**config.mk**
```make
export PLATFORM = sky130hd
export DESIGN_NAME = conv1d_tap_sequencer_flat
export DESIGN_NICKNAME = d
export VERILOG_FILES = /design/src/rtl/conv1d_tap_sequencer_if.sv /design/src/rtl/conv1d_tap_sequencer.sv /design/src/flat_wrapper.sv
export SDC_FILE = /design/constraint.sdc
export NUM_CORES = 1
export LEC_CHECK = 0
export CORE_AREA = 5 5 74 76
export DETAILED_ROUTE_END_ITERATION = 10
export DIE_AREA = 0 0 79 81
export PLACE_DENSITY = 0.59
export SYNTH_ARGS = -nofsm -noshare
export SYNTH_HDL_FRONTEND = slang
export SYNTH_SLANG_ARGS = --single-unit
```
**constraint.sdc**
```tcl
create_clock -name clk -period 2.1 [get_ports clk]
set_input_delay 0.21 -clock clk [delete_from_list [all_inputs] [get_ports clk]]
set_output_delay 0.21 -clock clk [all_outputs]
set_load 0.02 [all_outputs]
```
**src/rtl/conv1d_tap_sequencer_if.sv**
```systemverilog
// rtl/conv1d_tap_sequencer_if.sv - run control, MAC strobe/address and result handshake bundle
interface conv1d_tap_sequencer_if #(
    parameter int ADDR_W = 3,
    parameter int NOUT_W = 8
);
    logic              start;
    logic [NOUT_W-1:0] num_out;
    logic              busy;
    logic [ADDR_W-1:0] tap_addr;
    logic [NOUT_W:0]   data_addr;
    logic [NOUT_W-1:0] out_idx;
    logic              mac_clr;
    logic              mac_en;
    logic              out_valid;
    logic              out_ready;
    logic              done;

    modport master (
        input  start, num_out, out_ready,
        output busy, tap_addr, data_addr, out_idx, mac_clr, mac_en, out_valid, done
    );

    modport slave (
        output start, num_out, out_ready,
        input  busy, tap_addr, data_addr, out_idx, mac_clr, mac_en, out_valid, done
    );
endinterface

```
**src/rtl/conv1d_tap_sequencer.sv**
```systemverilog
// rtl/conv1d_tap_sequencer.sv - tap/output-sample loop sequencer feeding the conv1d MAC datapath
module conv1d_tap_sequencer #(
    parameter int TAPS   = 8,
    parameter int ADDR_W = 3,
    parameter int NOUT_W = 8
) (
    input  logic                    clk,
    input  logic                    reset,
    conv1d_tap_sequencer_if.master  bus
);
    typedef enum logic [1:0] {IDLE, ACCUM, EMIT, DONE} state_t;

    localparam logic [ADDR_W-1:0] LAST_TAP = ADDR_W'(TAPS - 1);

    state_t            state_q, state_d;
    logic [ADDR_W-1:0] tap_q, tap_d;
    logic [NOUT_W-1:0] idx_q, idx_d;
    logic [NOUT_W-1:0] cnt_q, cnt_d;

    always_ff @(posedge clk or negedge reset) begin
        if (!reset) begin
            state_q <= IDLE;
            tap_q   <= '0;
            idx_q   <= '0;
            cnt_q   <= '0;
        end else begin
            state_q <= state_d;
            tap_q   <= tap_d;
            idx_q   <= idx_d;
            cnt_q   <= cnt_d;
        end
    end

    always_comb begin
        state_d = state_q;
        tap_d   = tap_q;
        idx_d   = idx_q;
        cnt_d   = cnt_q;
        case (state_q)
            IDLE: begin
                if (bus.start) begin
                    if (bus.num_out != '0) begin
                        cnt_d   = bus.num_out;
                        tap_d   = '0;
                        idx_d   = '0;
                        state_d = ACCUM;
                    end else begin
                        state_d = DONE;
                    end
                end
            end
            ACCUM: begin
                if (tap_q == LAST_TAP) begin
                    tap_d   = '0;
                    state_d = EMIT;
                end else begin
                    tap_d = tap_q + ADDR_W'(1);
                end
            end
            EMIT: begin
                // Result stays presented until the consumer takes it
                if (bus.out_ready) begin
                    if (idx_q == cnt_q - NOUT_W'(1)) begin
                        state_d = DONE;
                    end else begin
                        idx_d   = idx_q + NOUT_W'(1);
                        state_d = ACCUM;
                    end
                end
            end
            DONE:    state_d = IDLE;
            default: state_d = IDLE;
        endcase
    end

    // All outputs decode from registers only
    assign bus.busy      = (state_q != IDLE);
    assign bus.mac_en    = (state_q == ACCUM);
    assign bus.mac_clr   = (state_q == ACCUM) && (tap_q == '0);
    assign bus.out_valid = (state_q == EMIT);
    assign bus.done      = (state_q == DONE);
    assign bus.tap_addr  = tap_q;
    assign bus.out_idx   = idx_q;
    assign bus.data_addr = {1'b0, idx_q} + (NOUT_W + 1)'(tap_q);
endmodule

```
**src/flat_wrapper.sv**
```systemverilog
// flat-port wrapper written by rule: the top's interface ports become plain ports
module conv1d_tap_sequencer_flat 
#(
    parameter int TAPS   = 8,
    parameter int ADDR_W = 3,
    parameter int NOUT_W = 8
)
  (clk, reset, bus_start, bus_num_out, bus_out_ready, bus_busy, bus_tap_addr, bus_data_addr, bus_out_idx, bus_mac_clr, bus_mac_en, bus_out_valid, bus_done);
  conv1d_tap_sequencer_if #(.ADDR_W(ADDR_W), .NOUT_W(NOUT_W)) bus_i ();
  input  logic clk;
  input  logic reset;
  input wire logic [$bits(bus_i.start)-1:0] bus_start;
  input wire logic [$bits(bus_i.num_out)-1:0] bus_num_out;
  input wire logic [$bits(bus_i.out_ready)-1:0] bus_out_ready;
  output wire logic [$bits(bus_i.busy)-1:0] bus_busy;
  output wire logic [$bits(bus_i.tap_addr)-1:0] bus_tap_addr;
  output wire logic [$bits(bus_i.data_addr)-1:0] bus_data_addr;
  output wire logic [$bits(bus_i.out_idx)-1:0] bus_out_idx;
  output wire logic [$bits(bus_i.mac_clr)-1:0] bus_mac_clr;
  output wire logic [$bits(bus_i.mac_en)-1:0] bus_mac_en;
  output wire logic [$bits(bus_i.out_valid)-1:0] bus_out_valid;
  output wire logic [$bits(bus_i.done)-1:0] bus_done;
  assign bus_i.start = bus_start;
  assign bus_i.num_out = bus_num_out;
  assign bus_i.out_ready = bus_out_ready;
  assign bus_busy = bus_i.busy;
  assign bus_tap_addr = bus_i.tap_addr;
  assign bus_data_addr = bus_i.data_addr;
  assign bus_out_idx = bus_i.out_idx;
  assign bus_mac_clr = bus_i.mac_clr;
  assign bus_mac_en = bus_i.mac_en;
  assign bus_out_valid = bus_i.out_valid;
  assign bus_done = bus_i.done;
  conv1d_tap_sequencer #(.TAPS(TAPS), .ADDR_W(ADDR_W), .NOUT_W(NOUT_W)) u_core (.clk(clk), .reset(reset), .bus(bus_i));
endmodule
```
==> run summary <==
Area delta synth->final - 42.8%
Final min period - 2.04 ns
Async S/R FF share, synth - 1.00
Worst Tran Pin Value - 0.443 ns
Reg2reg path depth - 6
Distinct cells, synth - 45
Setup WS post-layout - 0.0620 ns
WL final - 4.07 mm
Status - completed
Largest net degree at the start of global routing - 22
CTS Hold Bufs - 0
Comb power frac - 0.660
TritonCTS clock tree - yes
Internal power - 1540 uW
IO Pins - 37
Clock Sinks - 21
WL/cell - 13.9 um
Mapped Cells - 181
Hold Fails Final Rpt - 0
Num CTS Buffers - 3
I/O Buffers - 36
Fin nets - 261
Worst r2r dst - u_core.bus.out_idx[5]
Clk pwr share - 0.101
Fmax - 491 MHz
Worst min-delay path class - in2async
Initial antenna violation count - 0
Relative slew margins - 0.704
Clock Latency Late Sink - 0.27 ns
Max FO, Critical Path - 6
Die X - 79 um
MaxCap Viol Count - 0
Sum of negative setup slack - 0 ns
Crit-path cells - or3_4 > o31ai_4 > a21oi_2 > o311ai_4 > and3_4 > mux2i_1
Reg-to-reg slack, setup - 0.06 ns
NetSw - 1180 uW
Number of global-route vias before repair - 1444
Cell Pwr Density - 1190 nW/um2
Crit Reg-Reg Startpoint - u_core.cnt_q[2]
Die height - 81 um
CP Capture Type - flop
Post-Place Setup Slack - -0.118 ns
Routability cong. - 0.756
Vias/cell - 5.09
Worst Setup Path Type - reg2reg
Worst vdd ir - 0.581 mV
Drc violations - 0
EDFF count, synth - 0
DRT antenna net count - 0
1st-iter DRT viols - 59
Root Buffer - clkbuf_8
Syn Nets - 202
FF+latch count, synth - 21
Core Rows - 25
Clk slew on worst S/H paths - 0.08 ns
Top FF cell, synth - dfrtp_1
RSZ-0062 raised after global routing - true
Critical Path Max Stage Delay - 0.42 ns
Skew final - 0.00685 ns
DR pass1 iterations - 4
Switching share of power - 0.434
Worst EP arrival - 2.23 ns
Post-DP HPWL - 3.17 mm
# diodes - 0
Cell area after layout - 2280 um2
Initial core utilization - 0.343
H-tree Lvls - 1
Critical Path RT - 2.30 ns
Cell Area, Placed - 2190 um2
GRT overflow - 0
Core Region - 4660 um2
Hold WS - 0.293 ns
First-pass GRT wire length - 6.86 mm
YS warnings - 0
Reg power frac - 0.239
Sequential fraction of the synthesis area - 0.328
GRT Util Overall - 0.136
CTS max path bufs - 2
Post-synthesis average cell area - 8.84 um2
Slew Limit Fails - 0
Startpoint Class - flop
P_leak - 0.00106 uW
Fraction of layout cells with a size suffix above 1 - 0.247
Post-Syn Area - 1600 um2
Setup-failing EPs final - 0
CP max stage cell - or3_4
Final period utilization - 0.970
Die ar. - 6400 um2
Via Count - 1491
worst max path at each step:
stage                            from                    end  slack [ns]
6_report              u_core.cnt_q[2]  u_core.bus.out_idx[5]        0.06
5_1_grt        u_core.bus.tap_addr[0]       bus_data_addr[6]       -0.04
4_1_cts        u_core.bus.tap_addr[0]       bus_data_addr[4]       -0.14
3_5_place_dp    u_core.bus.out_idx[0]       bus_data_addr[4]       -0.12
3_3_place_gp    u_core.bus.out_idx[0]       bus_data_addr[4]       -0.09
2_1_floorplan       u_core.state_q[0]  u_core.bus.out_idx[5]        0.05
cell type report:
| type | instances | area (um2) |
|---|---|---|
| inverter | 12 | 45.0 |
| multi-input combinational | 138 | 1030 |
| tap | 54 | 67.6 |
| clock buffer | 3 | 41.3 |
| clock inverter | 1 | 5.00 |
| timing repair buffer | 64 | 567 |
| sequential | 21 | 526 |
| fill | 471 | 2380 |
cells by family (layout without fill, tap and decap cells):
group	after synthesis	count (layout)	share of synthesized area
xor gates and xnor gates	14	14	0.0766
AOI/OAI and AO/OA	26	26	0.132
adders and majority gates	9	9	0.0751
buffers and inverters	22	80	0.0618
muxes	7	7	0.0438
DFF	21	21	0.328
and+or+nand+nor	82	82	0.282
routing by layer:
metal / GRT usage / wire length (um) / up-vias
met5: 0 / 0 / -
met4: 0.0361 / 25 / 0
met3: 0.0233 / 150 / 2
li1: - / - / 749
met2: 0.223 / 1860 / 28
met1: 0.185 / 2030 / 712
state kept, by name, indices dropped and copies added (netlist names):
name and flops:
u_core.bus.tap_addr 3, u_core.cnt_q 8, u_core.bus.out_idx 8, u_core.state_q 2
worst max-delay path: cells and delay by family, from the launching register on:
family | cells | cell delay (ns)
compound gates | 3 | 0.71
flops | 1 | 0.41
mux | 1 | 0.17
simple gates | 2 | 0.68
repair_timing:
item | CTS | global route
resized for setup | 18 | 23
pin swaps | 0 | 9
hold endpoints to repair | 0 | 0
setup buffers | 0 | 2
endpoints found under the setup margin | 11 | 16
cells in the mapped netlist (2+ instances only):
cell / number / area [um2]
a211oi_1: 2 / 15.0
a21o_1: 3 / 22.5
a21oi_1: 4 / 20.0
and2_1: 2 / 12.5
and3_1: 3 / 18.8
buf_2: 4 / 20.0
clkbuf_1: 4 / 15.0
dfrtp_1: 21 / 526
ha_1: 8 / 100
inv_1: 12 / 45.0
mux2i_1: 7 / 70.1
nand2_1: 32 / 120
nand2b_1: 5 / 31.3
nand3_1: 7 / 35.0
nand4_1: 4 / 25.0
nor2_1: 10 / 37.5
nor3_1: 4 / 20.0
nor3_2: 2 / 20.0
nor3b_1: 2 / 15.0
nor4_1: 2 / 12.5
o21ai_0: 2 / 10.0
o21ai_1: 5 / 25.0
o31ai_1: 2 / 15.0
xnor2_1: 8 / 70.1
xor2_1: 6 / 52.6
power by group through the flow:
stage | clock (uW) | combinational, uW | sequential (uW)
global route | 301 | 1970 | 666
floorplan | 0 | 879 | 745
finish | 274 | 1790 | 649
detailed placement | 0 | 1730 | 645
global placement | 0 | 1720 | 638
CTS | 284 | 1710 | 637
cell usage in the layout, fill, tap and decap left out, drive strengths merged, types with 5 or more instances in the layout:
cell,count
nor3,6
buf,31
nand2b,5
inv,12
xor2,6
a21oi,5
clkbuf,6
nor2,10
nand4,5
ha,8
dfrtp,21
nand2,32
clkdlybuf4s50,27
nand3,7
xnor2,8
mux2i,7
o21ai,7
through the flow:
stage | cells | utilization | power [uW]
finish | 293 | 0.490 | 2710
CTS | 291 | 0.479 | 2630
floorplan | 181 | - | 1620
global placement | 287 | 0.471 | 2350
global route | 293 | 0.490 | 2940
detailed placement | 287 | 0.471 | 2370
Power figures use the tool's default switching activity.
